<file path="src/rtl/chip_6502_bus_pkg.sv">
// chip_6502_bus_pkg
//   Shared constants for the 6502 memory-side bus sequencer:
//   phase-FSM state encoding, bus widths and default timing parameters.
package chip_6502_bus_pkg;

  // Phase FSM encoding; the state value equals the phi level it drives.
  localparam logic ST_LO = 1'b0;
  localparam logic ST_HI = 1'b1;

  localparam int AW = 16;
  localparam int DW = 8;

  localparam int HALF_CYCLE_DEF   = 8;
  localparam int RESET_CYCLES_DEF = 8;

endpackage

</file>
<file path="src/rtl/chip_6502_bus.sv">
// chip_6502_bus
//   Memory-side bus sequencer for the gate-level 6502 core. Generates phi,
//   holds the core in reset for RESET_CYCLES phi cycles, and converts each
//   CPU cycle into one request/acknowledge transaction. phi is held high
//   (stretched) until the transaction of the current cycle has completed.
//
// Ports
//   clk, res        FPGA clock, asynchronous active-low reset
//   phi, cpu_res    6502 clock and active-low core reset
//   ab, rw, sync    core address, read(1)/write(0), opcode-fetch flag
//   dbo, dbi        core data out, registered data into the core
//   mem_*           simple memory port (req/we/addr/wdata/rdata/ack)
//   fetch           one-clk pulse, coincident with the ack of a sync read
//   dbg_state       current phase FSM state (ST_LO / ST_HI)
//
// Handshake: mem_req rises with mem_addr/mem_we/mem_wdata already stable and
// holds them until the clock after mem_ack. mem_ack is a one-clock pulse and
// is honoured only in a clock where the registered mem_req reads high
// (including the first such clock); an ack at any other time is ignored.
module chip_6502_bus
  import chip_6502_bus_pkg::*;
#(
  parameter int HALF_CYCLE   = HALF_CYCLE_DEF,
  parameter int RESET_CYCLES = RESET_CYCLES_DEF
) (
  input  logic          clk,
  input  logic          res,
  output logic          phi,
  output logic          cpu_res,
  input  logic [AW-1:0] ab,
  input  logic          rw,
  input  logic          sync,
  input  logic [DW-1:0] dbo,
  output logic [DW-1:0] dbi,
  output logic          mem_req,
  output logic          mem_we,
  output logic [AW-1:0] mem_addr,
  output logic [DW-1:0] mem_wdata,
  input  logic [DW-1:0] mem_rdata,
  input  logic          mem_ack,
  output logic          fetch,
  output logic          dbg_state
);

  localparam int CW = $clog2(HALF_CYCLE);
  localparam int RW = $clog2(RESET_CYCLES + 1);
  localparam logic [CW-1:0] CNT_LAST = CW'(HALF_CYCLE - 1);
  localparam logic [RW-1:0] RST_LAST = RW'(RESET_CYCLES);

  logic          state;
  logic [CW-1:0] cnt;
  logic [RW-1:0] rst_cnt;
  logic          sync_q;
  logic          done;
  logic          ack_ok;
  logic          cnt_last;

  assign ack_ok    = mem_req & mem_ack;
  assign cnt_last  = (cnt == CNT_LAST);
  // Combinational so the pulse lines up with the ack clock itself.
  assign fetch     = (state == ST_HI) & ack_ok & ~mem_we & sync_q;
  assign dbg_state = state;

  always_ff @(posedge clk or negedge res) begin
    if (!res) begin
      state     <= ST_LO;
      cnt       <= '0;
      rst_cnt   <= '0;
      phi       <= 1'b0;
      cpu_res   <= 1'b0;
      dbi       <= '0;
      mem_req   <= 1'b0;
      mem_we    <= 1'b0;
      mem_addr  <= '0;
      mem_wdata <= '0;
      sync_q    <= 1'b0;
      done      <= 1'b0;
    end else begin
      case (state)
        ST_LO: begin
          if (cnt_last) begin
            // Address and direction have settled by the end of phi low.
            mem_addr <= ab;
            mem_we   <= ~rw;
            sync_q   <= sync;
            mem_req  <= rw;
            state    <= ST_HI;
            phi      <= 1'b1;
            cnt      <= '0;
          end else begin
            cnt <= cnt + 1'b1;
          end
        end
        default: begin
          if (!cnt_last) begin
            cnt <= cnt + 1'b1;
          end
          if (ack_ok) begin
            mem_req <= 1'b0;
            done    <= 1'b1;
            if (!mem_we) begin
              dbi <= mem_rdata;
            end
          end
          // Write data from the core is only valid late in phi high.
          if (mem_we && cnt_last && !mem_req && !done) begin
            mem_wdata <= dbo;
            mem_req   <= 1'b1;
          end
          // Including ack_ok here means an ack at the last settle clock
          // ends the phase without an extra stretch clock.
          if (cnt_last && (done || ack_ok)) begin
            state <= ST_LO;
            phi   <= 1'b0;
            cnt   <= '0;
            done  <= 1'b0;
            if (rst_cnt != RST_LAST) begin
              rst_cnt <= rst_cnt + 1'b1;
              if (rst_cnt == RST_LAST - 1'b1) begin
                cpu_res <= 1'b1;
              end
            end
          end
        end
      endcase
    end
  end

endmodule

</file>
<file path="config.mk">
export PLATFORM = sky130hd
export DESIGN_NAME = chip_6502_bus
export DESIGN_NICKNAME = d
export VERILOG_FILES = /design/src/rtl/chip_6502_bus_pkg.sv /design/src/rtl/chip_6502_bus.sv
export SDC_FILE = /design/constraint.sdc
export NUM_CORES = 1
export LEC_CHECK = 0
export ABC_AREA = 1
export BUFFER_PORTS_ARGS = -buffer_cell sky130_fd_sc_hd__buf_4
export CAP_MARGIN = 20
export CORE_MARGIN = 8
export CORE_UTILIZATION = 30
export DETAILED_ROUTE_END_ITERATION = 16
export SLEW_MARGIN = 20
export SYNTH_ARGS = -nofsm -noshare
export SYNTH_HDL_FRONTEND = slang
export SYNTH_SLANG_ARGS = --single-unit
</file>
<file path="constraint.sdc">
create_clock -name clk -period 2.3 [get_ports clk]
set_input_delay 0.23 -clock clk [delete_from_list [all_inputs] [get_ports clk]]
set_output_delay 0.23 -clock clk [all_outputs]
set_load 0.02 [all_outputs]
</file>
==> flow_summary_export.csv <==
group,metric,value,unit
sta,relSlewSlack,60.80,%
cts,postCtsSetupRepairBufs,0,
power_and_ir_drop,p_sw,1516,µW
synth,top_count_cell_post_synth,"sky130_fd_sc_hd__nand2_1",
final_layout,area_growth_syn_to_layout,36.89,%
cts,number_of_h_tree_levels,2,
final_layout,multi_input_area,721.9,µm²
synth,synth_flop_cell,"sky130_fd_sc_hd__dfrtp_1",
final_layout,num-nets-final,344,
place,detailedPlace.worstSlack,0.7271,ns
cts,worst_skew_pair.late_latency,0.30,ns
drt,dr.first_iter.drc_count,100,
grt,grt_pass1_wl,8549,µm
sta,timing.fmax,583.5,MHz
synth,synth_fp_nets,266,
sta,min_period,1.714,ns
synth,yosysUniqueCellTypes,21,
cts,cts-hold-fix-buffers,1,
critical_path,critPathLaunchType,"flop",
cts,cts_inserted_buffers,5,
place,half_perimeter_wire_length_of_the_detailed_placement_result,3803,µm
power_and_ir_drop,leakagePower,0.001518,µW
cts,clkTransAtPathRegs,0.09,ns
sta,finalSetupTns,0,ns
grt,gr-usage-all-layers,10.87,%
final_layout,drive_above_1_share,32.34,%
cts,post_cts_resized,0,
drt,num_vias,1702,
cts,cts_tree,"done",
cts,clk_root_buffer_cell,"sky130_fd_sc_hd__clkbuf_8",
critical_path,crit_path_max_fanout,17,
synth,count_of_flip_flops_with_a_built_in_enable_after_synthesis,0,
sta,finalSetupViolCount,0,
power_and_ir_drop,seq_power_share,39.1,%
synth,synth.yosys.seq_area_share,56.76,%
critical_path,cp.arrival,1.48,ns
grt,grt_antenna_before_repair,0,
drt,drcViolationCount,0,
critical_path,r2r_cells,7,
sta,worst_clock_skew,0.005565,ns
floorplanning,placeableCoreArea,6681,µm²
drt,drt-vias-per-instance,4.444,
sta,worst_pin_slew,0.5881,ns
final_layout,regArea,1151,µm²
synth,netlist_top_cells_count,"82 x sky130_fd_sc_hd__nand2_1, 46 x sky130_fd_sc_hd__dfrtp_1, 25 x sky130_fd_sc_hd__inv_1",
synth,post_synth.cell_area_avg,9.014,µm²
sta,rsz0062_at_grt,"false",
critical_path,cp_startpoint,"dbg_state",
synth,yosys.area.top_type,"sky130_fd_sc_hd__dfrtp_1",
grt,globalRouteOverflowTotal,0,
critical_path,rr_endpoint,"sync_q",
synth,synth_seq_cells,46,
drt,post_drt_wl_per_cell,13.32,µm
floorplanning,floorplan.initialDensity,30.36,%
sta,hold_violations,0,
power_and_ir_drop,pwr_density_cell,1338,nW/µm²
final_layout,fill_cells,681,
drt,detail-route-antenna-nets,0,
synth,yosysWarnings,0,
floorplanning,x_dimension_of_the_die,98.23,µm
place,replace_congestion,0.6877,
drt,drt_pass1_iterations,4,
sta,report.final.slew_viol_count,0,
power_and_ir_drop,intPower,2199,µW
sta,fin_crit_sh,74.52,%
cts,cts_buffer_depth,2,
status,result_of_the_run,"complete, no violations",
job,drv_cap,0,
synth,synth_top_area_share,56.76,%
grt,first_global_vias,1790,
power_and_ir_drop,ir_worst_vdd,0.0004987,V
cts,cts_sinks,46,
synth,synth_area_leaders,"sky130_fd_sc_hd__dfrtp_1 57%, sky130_fd_sc_hd__nand2_1 15%, sky130_fd_sc_hd__nand3_1 5.4%",
grt,largest_net_degree_at_the_start_of_global_routing,47,
power_and_ir_drop,clock_share_of_power,16.8,%
final_layout,antenna_cells_inserted,0,
synth,synth_cells,225,
critical_path,regToRegSetupSlack,0.73,ns
critical_path,worstSetupEndpointType,"output pin",
floorplanning,fp.dieArea,9648,µm²
sta,postLayoutSetupSlackWorst,0.5861,ns
min_path,min_path_type,"input port to flop",
synth,syn-cell-area,2028,µm²
critical_path,setup.worst_path.class,"flop to output pin",
floorplanning,ioPinCount,75,
power_and_ir_drop,combinationalPowerShare,44.2,%
drt,drt_wl_total,5103,µm
critical_path,worstReg2RegStart,"cnt[0]",
critical_path,setup.worst_path.end,"fetch",
floorplanning,core.rowCount,30,
power_and_ir_drop,net_switching_fraction_of_the_power,40.81,%
place,io_buffers,74,
synth,ys_async_sr_fraction,100.0,%
critical_path,crit_required,2.07,ns
floorplanning,die_h,98.23,µm
==> worst max-delay path, stage by stage, from the launching register on <==
cell and delay (ns):
sky130_fd_sc_hd__dfrtp_1 0.58, sky130_fd_sc_hd__nand4_4 0.26, sky130_fd_sc_hd__nor2_1 0.17, sky130_fd_sc_hd__buf_4 0.16
==> how the worst min path moves through the flow <==
| stage | from | endpoint | slack [ns] | cells after the start |
|---|---|---|---|---|
| after detailed placement | res | dbi[4] | 0.28 | 1 |
| after global placement | res | cpu_res | 0.28 | 1 |
| after CTS | rw | mem_we | 0.12 | 2 |
| after floorplan | res | cnt[0] | -0.07 | 0 |
| final | rw | mem_we | 0.13 | 2 |
| after global routing | rw | mem_we | 0.14 | 2 |
==> cells in the final DEF (no fill, tap or decap) <==
master                          synthesis  final
sky130_fd_sc_hd__inv_2                  1      1
sky130_fd_sc_hd__nand2_2                1      1
sky130_fd_sc_hd__nand3_1               22     22
sky130_fd_sc_hd__dfrtp_1               46     46
sky130_fd_sc_hd__o21ai_2                8      8
sky130_fd_sc_hd__buf_4                  0     77
sky130_fd_sc_hd__nand3_4                1      1
sky130_fd_sc_hd__nand4_4                1      1
sky130_fd_sc_hd__a21oi_1                2      2
sky130_fd_sc_hd__clkbuf_8               0      6
sky130_fd_sc_hd__inv_1                 25     25
sky130_fd_sc_hd__ha_1                   4      4
sky130_fd_sc_hd__nand2_4                1      1
sky130_fd_sc_hd__dlygate4sd3_1          0      1
sky130_fd_sc_hd__clkinv_2               1      1
sky130_fd_sc_hd__o21ai_0               12     12
sky130_fd_sc_hd__nand4_1                3      3
sky130_fd_sc_hd__nand2_1               82     82
sky130_fd_sc_hd__o21bai_1               1      1
sky130_fd_sc_hd__nor2_1                 6      6
sky130_fd_sc_hd__xor2_1                 1      1
sky130_fd_sc_hd__bufinv_16              0      1
==> routing by layer <==
layer | vias to the layer above | GRT usage [%] | share of wire, %
li1 | 860 | - | -
met2 | 50 | 18.55 | 49
met1 | 788 | 11.70 | 41
met3 | 4 | 5.619 | 9.2
met4 | 0 | 2.479 | 0.71
met5 | - | 0 | 0
==> cell families after synthesis <==
logic type / after synthesis / share of synthesized area, %
flops: 46 / 56.75
compound gates: 23 / 7.280
xor+xnor: 1 / 0.4319
fa+ha+maj: 4 / 2.468
simple gates: 117 / 25.42
buf+inv: 34 / 7.649
==> power by group through the flow <==
stage | clock [µW] | combinational, µW | sequential (µW)
6_report | 622 | 1640 | 1450
5_1_grt | 674 | 1820 | 1510
4_1_cts | 640 | 1680 | 1460
3_5_place_dp | 0 | 1680 | 1470
3_3_place_gp | 0 | 1640 | 1460
2_1_floorplan | 0 | 601 | 1790
==> cell type report <==
type / instances / share of cell area (%)
inverter: 27 / 3.695
clock buffer: 6 / 2.974
clock inverter: 1 / 1.082
tap: 80 / 3.605
sequential: 46 / 41.46
timing repair buffer: 78 / 21.18
multi-input combinational: 145 / 26.00
==> flip-flops by register name, summed over array words and instances (netlist names) <==
name and flops:
mem_addr 16, dbi 8, mem_wdata 8, rst_cnt 4, cnt 3, cpu_res 1, dbg_state 1, done 1
mem_req 1, mem_we 1, phi 1, sync_q 1
==> per-stage QoR <==
step	utilization (%)	hold WS [ns]	power, µW	instances	cell area, µm²
2_1_floorplan	-	-0.06559	2388	225	2028
3_3_place_gp	39.72	0.2810	3100	375	2654
3_5_place_dp	39.72	0.2775	3145	375	2654
4_1_cts	41.55	0.1209	3778	383	2776
5_1_grt	41.55	0.1381	3997	383	2776
6_report	41.55	0.1274	3715	383	2776
Power figures use the tool's default switching activity.
